**src/rtl/mtdir_if.sv**
```systemverilog
// Console/controller bus bundle for the magtape DIR engine.
// slave  : the mtdir responder (consumes console strobes and read words,
//          drives DIR readback, write-FIFO head and read-FIFO ready).
// master : the console/controller side driving the responder.
// Bit orderings: wrDATA/rdDATA are [0:35] (element 0 is KS10 bit 0, the MSB).
interface mtdir_if;
  logic        mtWRLO;
  logic        mtWRHI;
  logic [3:0]  mtWSTRB;
  logic [31:0] mtDATAI;
  logic [63:0] mtDIRO;
  logic        wrVALID;
  logic [0:35] wrDATA;
  logic        wrREADY;
  logic        rdVALID;
  logic [0:35] rdDATA;
  logic        rdREADY;

  modport slave (
    input  mtWRLO, mtWRHI, mtWSTRB, mtDATAI, wrREADY, rdVALID, rdDATA,
    output mtDIRO, wrVALID, wrDATA, rdREADY
  );

  modport master (
    output mtWRLO, mtWRHI, mtWSTRB, mtDATAI, wrREADY, rdVALID, rdDATA,
    input  mtDIRO, wrVALID, wrDATA, rdREADY
  );
endinterface

```
**src/rtl/mtdir.sv**
```systemverilog
// mtdir: magtape-side Data Interface Register engine.
// Console half-word writes build a 36-bit staging word; a GO control bit
// commits it to the write FIFO for the tape controller. Controller read
// words queue in the read FIFO and are shown on mtDIRO with status bits.
// Ports: clk, rstn (async active-low), bus (mtdir_if.slave).
// Parameter DEPTH: entries per FIFO, 2 or 4.
// Optional feature macro MTDIR_LOOPBACK_EN: committed words go straight into
// the read FIFO; rdVALID/rdDATA/wrREADY are ignored and wrVALID stays 0.
module mtdir #(
  parameter int unsigned DEPTH = 4
) (
  input logic   clk,
  input logic   rstn,
  mtdir_if.slave bus
);

  localparam int unsigned PW = (DEPTH > 2) ? 2 : 1;
  localparam int unsigned CW = 3;
  localparam logic [CW-1:0] FULL_CNT = CW'(DEPTH);

  logic [35:0]   stage, stageNext;
  logic          ovf, ovfNext;

  logic [35:0]   wMem [DEPTH];
  logic [PW-1:0] wRd, wWr;
  logic [CW-1:0] wCnt;
  logic [35:0]   rMem [DEPTH];
  logic [PW-1:0] rRd, rWr;
  logic [CW-1:0] rCnt;

  logic ctl, go, ack, ovfClr;
  logic wFull, wEmpty, rFull, rEmpty;
  logic wPush, wPop, rPush, rPop, drop;
  logic [35:0] rPushData;

  logic          wrValidC;
  logic          fullRepC;
  logic [CW-1:0] cntRepC;

  // Staging word with byte-lane merge; GO sees the merged value.
  always_comb begin
    stageNext = stage;
    if (bus.mtWRLO) begin
      for (int n = 0; n < 4; n++) begin
        if (bus.mtWSTRB[n]) stageNext[8*n +: 8] = bus.mtDATAI[8*n +: 8];
      end
    end
    if (bus.mtWRHI && bus.mtWSTRB[0]) stageNext[35:32] = bus.mtDATAI[3:0];
  end

  // High-half control bits.
  assign ctl    = bus.mtWRHI && bus.mtWSTRB[3];
  assign go     = ctl && bus.mtDATAI[31];
  assign ack    = ctl && bus.mtDATAI[30];
  assign ovfClr = ctl && bus.mtDATAI[29];

  assign wFull  = (wCnt == FULL_CNT);
  assign wEmpty = (wCnt == '0);
  assign rFull  = (rCnt == FULL_CNT);
  assign rEmpty = (rCnt == '0);

  // FIFO push/pop decisions; a pop in the same cycle frees a full slot.
  always_comb begin
    wPush     = 1'b0;
    wPop      = 1'b0;
    rPush     = 1'b0;
    rPop      = ack && !rEmpty;
    drop      = 1'b0;
    rPushData = stageNext;
`ifdef MTDIR_LOOPBACK_EN
    rPush     = go && (!rFull || rPop);
    drop      = go && rFull && !rPop;
`else
    wPop      = !wEmpty && bus.wrREADY;
    wPush     = go && (!wFull || wPop);
    drop      = go && wFull && !wPop;
    rPush     = bus.rdVALID && !rFull;
    rPushData = bus.rdDATA;
`endif
  end

  // A dropping GO wins over a simultaneous OVFCLR.
  always_comb begin
    ovfNext = ovf;
    if (ovfClr) ovfNext = 1'b0;
    if (drop)   ovfNext = 1'b1;
  end

  function automatic logic [CW-1:0] nextCnt(input logic [CW-1:0] cnt,
                                            input logic push, input logic pop);
    logic [CW-1:0] res;
    res = cnt;
    if (push && !pop) res = cnt + CW'(1);
    if (!push && pop) res = cnt - CW'(1);
    return res;
  endfunction

  // Control state.
  always_ff @(posedge clk or negedge rstn) begin
    if (!rstn) begin
      stage <= '0;
      ovf   <= 1'b0;
      wRd   <= '0;
      wWr   <= '0;
      wCnt  <= '0;
      rRd   <= '0;
      rWr   <= '0;
      rCnt  <= '0;
    end else begin
      stage <= stageNext;
      ovf   <= ovfNext;
      if (wPush) wWr <= wWr + PW'(1);
      if (wPop)  wRd <= wRd + PW'(1);
      wCnt  <= nextCnt(wCnt, wPush, wPop);
      if (rPush) rWr <= rWr + PW'(1);
      if (rPop)  rRd <= rRd + PW'(1);
      rCnt  <= nextCnt(rCnt, rPush, rPop);
    end
  end

  // FIFO storage; contents are only visible through a non-zero count.
  always_ff @(posedge clk) begin
    if (wPush) wMem[wWr] <= stageNext;
    if (rPush) rMem[rWr] <= rPushData;
  end

`ifdef MTDIR_LOOPBACK_EN
  logic unusedLoopInputs;
  assign unusedLoopInputs = ^{bus.wrREADY, bus.rdVALID, bus.rdDATA};
  assign wrValidC = 1'b0;
  assign fullRepC = rFull;
  assign cntRepC  = rCnt;
`else
  assign wrValidC = !wEmpty;
  assign fullRepC = wFull;
  assign cntRepC  = wCnt;
`endif

  assign bus.wrVALID = wrValidC;
  assign bus.wrDATA  = wrValidC ? wMem[wRd] : 36'b0;
  assign bus.rdREADY = !rFull;
  assign bus.mtDIRO  = {fullRepC, !rEmpty, ovf, 2'b00, cntRepC, 20'b0,
                        rEmpty ? 36'b0 : rMem[rRd]};

endmodule

```
**src/flat_wrapper.sv**
```systemverilog
// flat-port wrapper written by rule: the top's interface ports become plain ports
module mtdir_flat 
#(
  parameter int unsigned DEPTH = 4
)
  (clk, rstn, bus_mtWRLO, bus_mtWRHI, bus_mtWSTRB, bus_mtDATAI, bus_wrREADY, bus_rdVALID, bus_rdDATA, bus_mtDIRO, bus_wrVALID, bus_wrDATA, bus_rdREADY);
  mtdir_if bus_i ();
  input logic clk;
  input logic rstn;
  input wire logic [$bits(bus_i.mtWRLO)-1:0] bus_mtWRLO;
  input wire logic [$bits(bus_i.mtWRHI)-1:0] bus_mtWRHI;
  input wire logic [$bits(bus_i.mtWSTRB)-1:0] bus_mtWSTRB;
  input wire logic [$bits(bus_i.mtDATAI)-1:0] bus_mtDATAI;
  input wire logic [$bits(bus_i.wrREADY)-1:0] bus_wrREADY;
  input wire logic [$bits(bus_i.rdVALID)-1:0] bus_rdVALID;
  input wire logic [$bits(bus_i.rdDATA)-1:0] bus_rdDATA;
  output wire logic [$bits(bus_i.mtDIRO)-1:0] bus_mtDIRO;
  output wire logic [$bits(bus_i.wrVALID)-1:0] bus_wrVALID;
  output wire logic [$bits(bus_i.wrDATA)-1:0] bus_wrDATA;
  output wire logic [$bits(bus_i.rdREADY)-1:0] bus_rdREADY;
  assign bus_i.mtWRLO = bus_mtWRLO;
  assign bus_i.mtWRHI = bus_mtWRHI;
  assign bus_i.mtWSTRB = bus_mtWSTRB;
  assign bus_i.mtDATAI = bus_mtDATAI;
  assign bus_i.wrREADY = bus_wrREADY;
  assign bus_i.rdVALID = bus_rdVALID;
  assign bus_i.rdDATA = bus_rdDATA;
  assign bus_mtDIRO = bus_i.mtDIRO;
  assign bus_wrVALID = bus_i.wrVALID;
  assign bus_wrDATA = bus_i.wrDATA;
  assign bus_rdREADY = bus_i.rdREADY;
  mtdir #(.DEPTH(DEPTH)) u_core (.clk(clk), .rstn(rstn), .bus(bus_i));
endmodule
```
**config.mk**
```make
export PLATFORM = sky130hd
export DESIGN_NAME = mtdir_flat
export DESIGN_NICKNAME = d
export VERILOG_FILES = /design/src/rtl/mtdir_if.sv /design/src/rtl/mtdir.sv /design/src/flat_wrapper.sv
export SDC_FILE = /design/constraint.sdc
export NUM_CORES = 1
export LEC_CHECK = 0
export CAP_MARGIN = 40
export CORE_MARGIN = 10
export CORE_UTILIZATION = 40
export DETAILED_ROUTE_END_ITERATION = 6
export DONT_BUFFER_PORTS = 1
export PLACE_DENSITY = 0.68
export SYNTH_ARGS = -nofsm -noshare
export SYNTH_HDL_FRONTEND = slang
export SYNTH_SLANG_ARGS = --single-unit
```
**constraint.sdc**
```tcl
create_clock -name clk -period 2.3 [get_ports clk]
set_input_delay 0.23 -clock clk [delete_from_list [all_inputs] [get_ports clk]]
set_output_delay 0.23 -clock clk [all_outputs]
set_load 0.05 [all_outputs]
```
==> results of run 1 <==
-- cells by family (layout without fill, tap and decap cells) --
logic type / Yosys count / after routing / share of synthesized area [%]
xor gates and xnor gates: 12 / 12 / 0.790
other: 1 / 25 / 0.0282
muxes: 110 / 110 / 15.4
DFF: 339 / 339 / 74.6
buffers and inverters: 63 / 261 / 2.66
and+or+nand+nor: 106 / 106 / 4.70
adders and majority gates: 11 / 11 / 1.15
AOI/OAI and AO/OA: 9 / 9 / 0.640
-- layout make-up --
type	instances	area (um2)	area share [%]
Multi-Input combinational cell	270	3240	18.6
Tap cell	442	553	3.17
Inverter	13	48.8	0.280
Clock buffer	53	1080	6.19
Antenna cell	3	7.51	0.0431
Timing Repair Buffer	181	2390	13.7
Sequential cell	339	9930	57.0
Clock inverter	14	173	0.991
-- sequential cells by signal (all words and copies together) (netlist names) --
| name | cells |
|---|---|
| u_core.rMem | 144 |
| u_core.wMem | 144 |
| u_core.stage | 36 |
| u_core.cntRepC | 3 |
| u_core.rCnt | 3 |
| u_core.rRd | 2 |
| u_core.rWr | 2 |
| u_core.wRd | 2 |
| u_core.wWr | 2 |
| u_core.ovf | 1 |
-- final timing paths --
| kind | from | end | slack (ns) | cells past startpoint |
|---|---|---|---|---|
| max | u_core.wRd[0] | bus_wrDATA[24] | -0.02 | 5 |
| min | bus_wrREADY | u_core.cntRepC[0] | 0.03 | 3 |
| max reg2reg | u_core.rCnt[2] | u_core.rCnt[2] | 0.33 | 8 |
| min reg2reg | u_core.rCnt[0] | u_core.rCnt[0] | 0.53 | 1 |
| max in group asynchronous | rstn | u_core.rRd[1] | 1.70 | 2 |
| min in group asynchronous | rstn | u_core.stage[13] | 0.30 | 2 |
-- critical path, stage by stage (launching register included) --
cell and delay (ns):
dfrtp_2 0.41, buf_6 0.15, clkbuf_16 0.16, mux4_2 0.52
and2_4 0.19, buf_12 0.14
-- metrics by stage --
step / worst slack [ns] / setup TNS (ns)
final: -0.0151 / -0.0646
after global routing: -0.0732 / -2.46
after CTS: -0.0637 / -1.52
after detailed placement: 0.304 / 0
after global placement: 0.332 / 0
after floorplan: -0.162 / -0.162
-- metal layers --
metal	routed length [um]	vias to the layer above	part of all wire, %
met5	0	-	0
met4	504	0	1.7
met3	1990	41	6.8
met2	14700	220	50
met1	11900	3396	41
li1	-	2885	-
-- power breakdown --
part,internal [mW],switching (mW)
logic,5.59,6.87
registers,7.72,0.334
clock network,3.71,2.31
-- cells in the final DEF, fill, tap and decap left out, drive strengths merged, types with 2 or more instances in the layout --
master,n
a21oi,2
and2,41
and3,5
buf,105
bufinv,4
clkbuf,56
clkinv,8
conb,22
dfrtp,51
diode,3
dlygate4sd3,73
edfxtp,288
fa,2
ha,9
inv,15
mux2,37
mux4,72
nand2,11
nand3,6
nor2,4
nor2b,36
o221ai,2
xnor2,9
xor2,3
-- what timing repair did --
action,in CTS,in global routing
cloned,3,3
gates resized for setup,32,53
setup buffers,4,1
hold buffers,74,0
setup endpoints to repair,67,72
endpoints found under the hold margin,307,0
==> results.toml, run 1 <==
[sta]
setup_viol = 8
setup_ws_ns = -0.0151
hold_viol = 0
clock.fmax_mhz = 432
maxSlewViolCount = 0
worst_slew_pin_slew_ns = 0.574
fin_crit_sh_pct = 101
skew_ns = 0.0116
rsz0062_at_grt = "yes"
slew-limit-headroom_pct = 61.7
layout_min_cycle_time_ns = 2.32
hold_slack_ns = 0.0350

[floorplan]
io_pins = 180
fp-row-count = 66
initial_utilization_pct = 40.7
dieArea_um2 = 40900
die_h_um = 202
die_x_um = 202
core-area_um2 = 32700

[synthesis]
yosysSeqAreaShare_pct = 74.6
yosysUniqueCellTypes = 32
synth_area_um2 = 13300
yosysTopAreaCell = "edfxtp_1"
avgSynthCellArea_um2 = 20.4
ys_top_cells_by_count = "288 x edfxtp_1, 72 x mux4_2, 51 x dfrtp_1, 41 x and2_1, 37 x mux2_2"
synth_seq_cells = 339
postSynthCellCount = 651
synth_edf_count = 288
synth_ff_type = "edfxtp_1"
synth_top_area_share_pct = 65.0
yosys.cell_count.top_type = "edfxtp_1"
async_flop_share_pct = 15.0
ys_top_cells_by_area = "edfxtp_1 65%, mux4_2 12%, dfrtp_1 9.6%, mux2_2 3.1%, and2_1 1.9%"
ys_warn_count = 0

[cells_and_area]
fillers = 2527
final_cells = 1315
utilization_pct = 53.3
post_route_cells_drive_above_1_share_pct = 37.5
final_nets = 931
design_area_um2 = 17400
area_growth_pct = 31.0

[clock_network]
cts_root_buffer = "clkbuf_16"
clock_path_buffers = 3
cts_tree = "yes"
htreeDepth = 2
clock_sinks = 339
clock_latency_ns = 0.52
cts_made_buffers = 37
clkTransAtPathRegs_ns = 0.06

[routing]
wl_per_cell_um = 22.2
num_vias = 6542
drtPass1Iterations = 4
drt-initial-drc-count = 346
wirelength_um = 29100
vias_per_cell = 4.97
post-route-drc-count = 0
antenna_left = 0

[power_and_ir_drop]
power_mw = 26.5
powerDensity_nw_per_um2 = 1520
ir_drop_mv = 1.44
power.leakage_nw = 6.21

[worst_setup_path]
cp-end-kind = "output port"
cp.required_ns = 2.07
start_kind = "flip-flop"
arrival_ns = 2.09
critPathKind = "flip-flop to output port"
path_max_fanout = 5

[grt]
use_met2_pct = 23.9
grtUsageTotal_pct = 13.9
grt_max_degree = 52
grt_pass1_wl_um = 44800
use_met1_pct = 17.1
grt_pass1_vias = 7224
grtUsageMet3_pct = 4.01
antenna_found_initial = 3
grt.overflow.total = 0
grt_busiest_layer = "met2"

[status]
violations = "setup timing"
outcome = "finished, violations left"

[hold_path]
holdCritPathClass = "input pin to flip-flop"

[placed_design]
dp.cells = 1160
place.detailed.hpwl_um = 16800
place_area_um2 = 14900
io_buffers = 0
place_congestion = 0.694

[job]
maxCapViolations = 0
No activity file was read; power rests on OpenSTA's default activity.
==> run 2, diff against run 1 <==
--- a/config.mk
+++ b/config.mk
@@ -7,10 +7,10 @@
 export LEC_CHECK = 0
 export CAP_MARGIN = 40
 export CORE_MARGIN = 10
-export CORE_UTILIZATION = 40
+export CORE_UTILIZATION = 45
 export DETAILED_ROUTE_END_ITERATION = 6
 export DONT_BUFFER_PORTS = 1
-export PLACE_DENSITY = 0.68
+export PLACE_DENSITY = 0.74
 export SYNTH_ARGS = -nofsm -noshare
 export SYNTH_HDL_FRONTEND = slang
 export SYNTH_SLANG_ARGS = --single-unit
==> results.toml, run 2 (synthesized netlist as in run 1, its figures left out) <==
[status]
outcome = "finished, violations left"
violations = "setup timing"

[placed_design]
place_congestion = 0.763
io_buffers = 0
place_ws_ns = 0.214
place.detailed.hpwl_um = 17600

[routing]
antenna_left = 0
drt-initial-drc-count = 439
wl_per_cell_um = 24.1
post-route-drc-count = 0
vias_per_cell = 5.39
wirelength_um = 30400
num_vias = 6797
drtPass1Iterations = 4

[power_and_ir_drop]
powerDensity_nw_per_um2 = 1510
power.leakage_nw = 6.14
power_mw = 26.1
ir_drop_mv = 1.08

[clock_network]
htreeDepth = 2
clkTransAtPathRegs_ns = 0.06
cts_tree = "yes"
clock_latency_ns = 0.53
cts_made_buffers = 35
cts_root_buffer = "clkbuf_16"
clock_path_buffers = 3
clock_sinks = 339

[worst_setup_path]
critPathTopFamily = "flip-flops"
crit_chain = "buf_12 > mux4_2 > nor2b_1 > buf_6"
path_max_fanout = 7
cp.required_ns = 2.07
crit_buf_inv = 2
start_kind = "flip-flop"
slowest_stage = "dfrtp_4"
cp_slowest_stage_delay_ns = 0.54
cp-end-kind = "output port"
arrival_ns = 2.12
critPathKind = "flip-flop to output port"

[sta]
layout_min_cycle_time_ns = 2.35
setup-tns-final_ns = -0.402
hold_viol = 0
maxSlewViolCount = 0
slew-limit-headroom_pct = 64.8
setup_ws_ns = -0.0480
worst_slew_pin_slew_ns = 0.528
clock.fmax_mhz = 426
hold_slack_ns = 0.0630
skew_ns = 0.0400
setup_viol = 23
fin_crit_sh_pct = 102
rsz0062_at_grt = "yes"

[hold_path]
holdCritPathClass = "input pin to flip-flop"

[grt]
antenna_found_initial = 3
grt_pass1_wl_um = 43900
grt_pass1_vias = 7330
grt.overflow.total = 0
grtUsageTotal_pct = 15.5
grt_max_degree = 52

[cells_and_area]
final_nets = 936
final_common_cell = "edfxtp_1"
post_route_cells_drive_above_1_share_pct = 36.7
area_growth_pct = 29.8
final_cell_mix = "288 x edfxtp_1, 73 x dlygate4sd3_1, 72 x mux4_2, 47 x dfrtp_1, 46 x buf_12"
largestRegisters = "u_core.rMem (144), u_core.wMem (144), u_core.stage (36)"

[job]
maxCapViolations = 0

[floorplan]
initial_utilization_pct = 46.0
die_x_um = 192
fp-row-count = 62
dieArea_um2 = 36800
die_h_um = 192
core-area_um2 = 28900
io_pins = 180
run 2: cell count changes in the layout (fill, tap and decap cells not counted), moves of 4 or more:
cell | previous run | this run
and2_1 | 7 | 12
nor2b_4 | 6 | 0
buf_16 | 5 | 1
clkbuf_8 | 5 | 0
nor2b_1 | 30 | 36
clkinvlp_4 | 0 | 7
and2_4 | 30 | 25
run 2: repair_timing:
| item | CTS | global route |
|---|---|---|
| hold buffers | 74 | 0 |
| buffers inserted | 4 | 2 |
| hold endpoints to repair | 335 | 0 |
| pin swaps | 0 | 1 |
| endpoints found under the setup margin | 56 | 68 |
| gates resized for setup | 35 | 36 |
| cloned | 0 | 7 |
run 2: cell type report:
cell class | count | area (um2)
multi-input cells | 270 | 3190
inverters | 13 | 48.8
flip-flops and latches | 339 | 9930
clock inverters | 23 | 255
diodes | 4 | 10.0
repair buffers | 188 | 2450
clock buffers | 41 | 898
fillers | 1977 | 11700
well taps | 384 | 480
run 2: worst paths after layout:
path	start	to	slack, ns	cells past startpoint
setup / recovery	u_core.rRd[0]	bus_mtDIRO[24]	-0.05	4
max in group asynchronous	rstn	u_core.cntRepC[0]	1.76	2
setup reg to reg	u_core.rCnt[0]	u_core.rCnt[2]	0.20	10
min in group asynchronous	rstn	u_core.stage[6]	0.24	2
hold reg to reg	u_core.rCnt[0]	u_core.rCnt[0]	0.54	1
hold / removal	bus_wrREADY	u_core.cntRepC[1]	0.06	3
run 2: per-stage QoR:
step / cell area, um2 / utilization (%) / std cells
global placement: 14900 / 51.5 / 1107
floorplan: 13400 / - / 672
detailed placement: 14900 / 51.5 / 1107
finish: 17300 / 59.7 / 1262
global route: 17300 / 59.6 / 1260
CTS: 16900 / 58.6 / 1249
run 2: power by group:
group	internal [mW]	switching, mW
logic	5.53	6.94
clock network	3.20	2.42
registers	7.71	0.338
total	16.4	9.70
run 2: per-layer routing:
layer,GRT usage [%],part of all wire [%]
met3,5.31,8.7
met2,26.4,52
met4,4.45,2.1
met1,18.4,37
met5,0,0
run 2: worst reg2reg max path, cell delays in order (launching register included):
cell     delay [ns]
dfrtp_1        0.42
inv_1          0.13
nand3_2        0.09
and2_1         0.20
inv_1          0.08
ha_1           0.18
inv_1          0.07
fa_1           0.38
xor2_1         0.15
nor2_1         0.13
xor2_1         0.19
==> run 3, diff against run 2 <==
--- a/config.mk
+++ b/config.mk
@@ -8,6 +8,7 @@
 export CAP_MARGIN = 40
 export CORE_MARGIN = 10
 export CORE_UTILIZATION = 45
+export CTS_BUF_LIST = sky130_fd_sc_hd__clkbuf_2
 export DETAILED_ROUTE_END_ITERATION = 6
 export DONT_BUFFER_PORTS = 1
 export PLACE_DENSITY = 0.74
==> results.toml, run 3 (synthesized netlist as in run 1, its figures left out) <==
[routing]
drtPass1Iterations = 4
vias_per_cell = 5.17
post-route-drc-count = 0
drt-initial-drc-count = 455
wl_per_cell_um = 22.7
wirelength_um = 31600
antenna_left = 0
num_vias = 7203

[sta]
worst_slew_pin_slew_ns = 0.546
layout_min_cycle_time_ns = 2.61
skew_ns = 0.0793
setup_ws_ns = -0.307
setup_viol = 73
clock.fmax_mhz = 384
hold_viol = 0
fin_crit_sh_pct = 113
slew-limit-headroom_pct = 63.5
hold_slack_ns = 0.109
rsz0062_at_grt = "yes"
maxSlewViolCount = 0

[grt]
antenna_found_initial = 5
grtUsageTotal_pct = 16.7
grt_pass1_wl_um = 46900
grt_max_degree = 52
grt_pass1_vias = 8015
grt.overflow.total = 0

[clock_network]
cts_tree = "yes"
clkTransAtPathRegs_ns = 0.11
htreeDepth = 3
cts_root_buffer = "clkbuf_2"
cts_made_buffers = 84
clock_sinks = 339
clock_latency_ns = 0.86
clock_path_buffers = 3

[worst_setup_path]
crit_path_start = "u_core.rRd[0]"
cp.required_ns = 2.07
r2r-start = "u_core.rCnt[0]"
cp-end-kind = "output port"
start_kind = "flip-flop"
r2r_cells = 10
critPathKind = "flip-flop to output port"
path_max_fanout = 8
arrival_ns = 2.38

[power_and_ir_drop]
ir_drop_mv = 1.13
power.leakage_nw = 6.58
powerDensity_nw_per_um2 = 1450

[floorplan]
initial_utilization_pct = 46.0
fp-row-count = 62
io_pins = 180
die_x_um = 192
die_h_um = 192
core-area_um2 = 28900
dieArea_um2 = 36800

[placed_design]
io_buffers = 0
place.detailed.hpwl_um = 17600
place_congestion = 0.763

[hold_path]
holdCritPathClass = "input pin to flip-flop"
worstHoldStart = "bus_rdDATA[21]"
hold-path-cell-count = 1

[cells_and_area]
final_cell_mix = "288 x edfxtp_1, 120 x clkbuf_2, 101 x dlygate4sd3_1, 72 x mux4_2, 50 x buf_12"
fillers = 1973
utilization_pct = 61.0
post_route_cells_drive_above_1_share_pct = 45.2
largestRegisters = "u_core.rMem (144), u_core.wMem (144), u_core.stage (36)"
area_growth_pct = 32.7
final_common_cell = "edfxtp_1"
final_nets = 1031

[status]
violations = "setup timing"
outcome = "finished, violations left"

[job]
maxCapViolations = 0
-- run 3: final timing paths --
kind                                            to  slack, ns
worst min-delay path            u_core.rMem[1][21]       0.11
min in group asynchronous         u_core.stage[15]       0.61
worst max-delay path                bus_mtDIRO[26]      -0.31
max in group asynchronous            u_core.rRd[0]       1.30
worst min register to register    u_core.stage[30]       0.54
worst max register to register      u_core.rCnt[2]       0.16
-- run 3: worst max-delay path, cell delays in order, from the launching register on --
cell and delay [ns]:
dfrtp_4 0.55, clkbuf_16 0.21, mux4_2 0.52, nor2b_1 0.16, buf_6 0.16
-- run 3: power breakdown --
group | internal (mW) | total [mW] | leakage, nW | switching (mW)
Clock | 1.41 | 3.79 | 0.560 | 2.37
Sequential | 7.70 | 8.06 | 3.22 | 0.354
Combinational | 6.48 | 13.7 | 2.81 | 7.26
Total | 15.6 | 25.6 | 6.58 | 9.99
-- run 3: cell type report --
cell class,count,area [um2],area share [%]
multi-input combinational,270,3400,19.3
timing repair buffer,234,3050,17.3
sequential,339,9930,56.3
inverter,13,56.3,0.319
antenna,5,12.5,0.0709
tap,384,480,2.72
clock inverter,28,123,0.695
clock buffer,120,601,3.40
-- run 3: what timing repair did --
item,4_1_cts,5_1_grt
buffers inserted,12,11
hold endpoints to repair,507,0
endpoints found under the setup margin,75,76
gates cloned,6,4
hold buffers,103,0
pin swaps,38,3
gates resized for setup,114,46
-- run 3: per-layer routing --
| layer | track usage (%) | vias up | share of wire (%) |
|---|---|---|---|
| met4 | 5.80 | 0 | 1.9 |
| met1 | 18.6 | 3704 | 36 |
| met3 | 6.22 | 44 | 8.7 |
| met2 | 28.8 | 319 | 53 |
| li1 | - | 3136 | - |
| met5 | 0 | - | 0 |
-- run 3: through the flow --
step	instances	setup WS [ns]	setup TNS [ns]	power [mW]	area (um2)
floorplan	672	-0.162	-0.162	15.1	13400
global placement	1107	0.367	0	19.0	14900
detailed placement	1107	0.214	0	19.3	14900
CTS	1374	-0.402	-24.55	25.0	17300
global route	1391	-0.449	-29.18	26.7	17600
finish	1393	-0.307	-17.79	25.6	17700
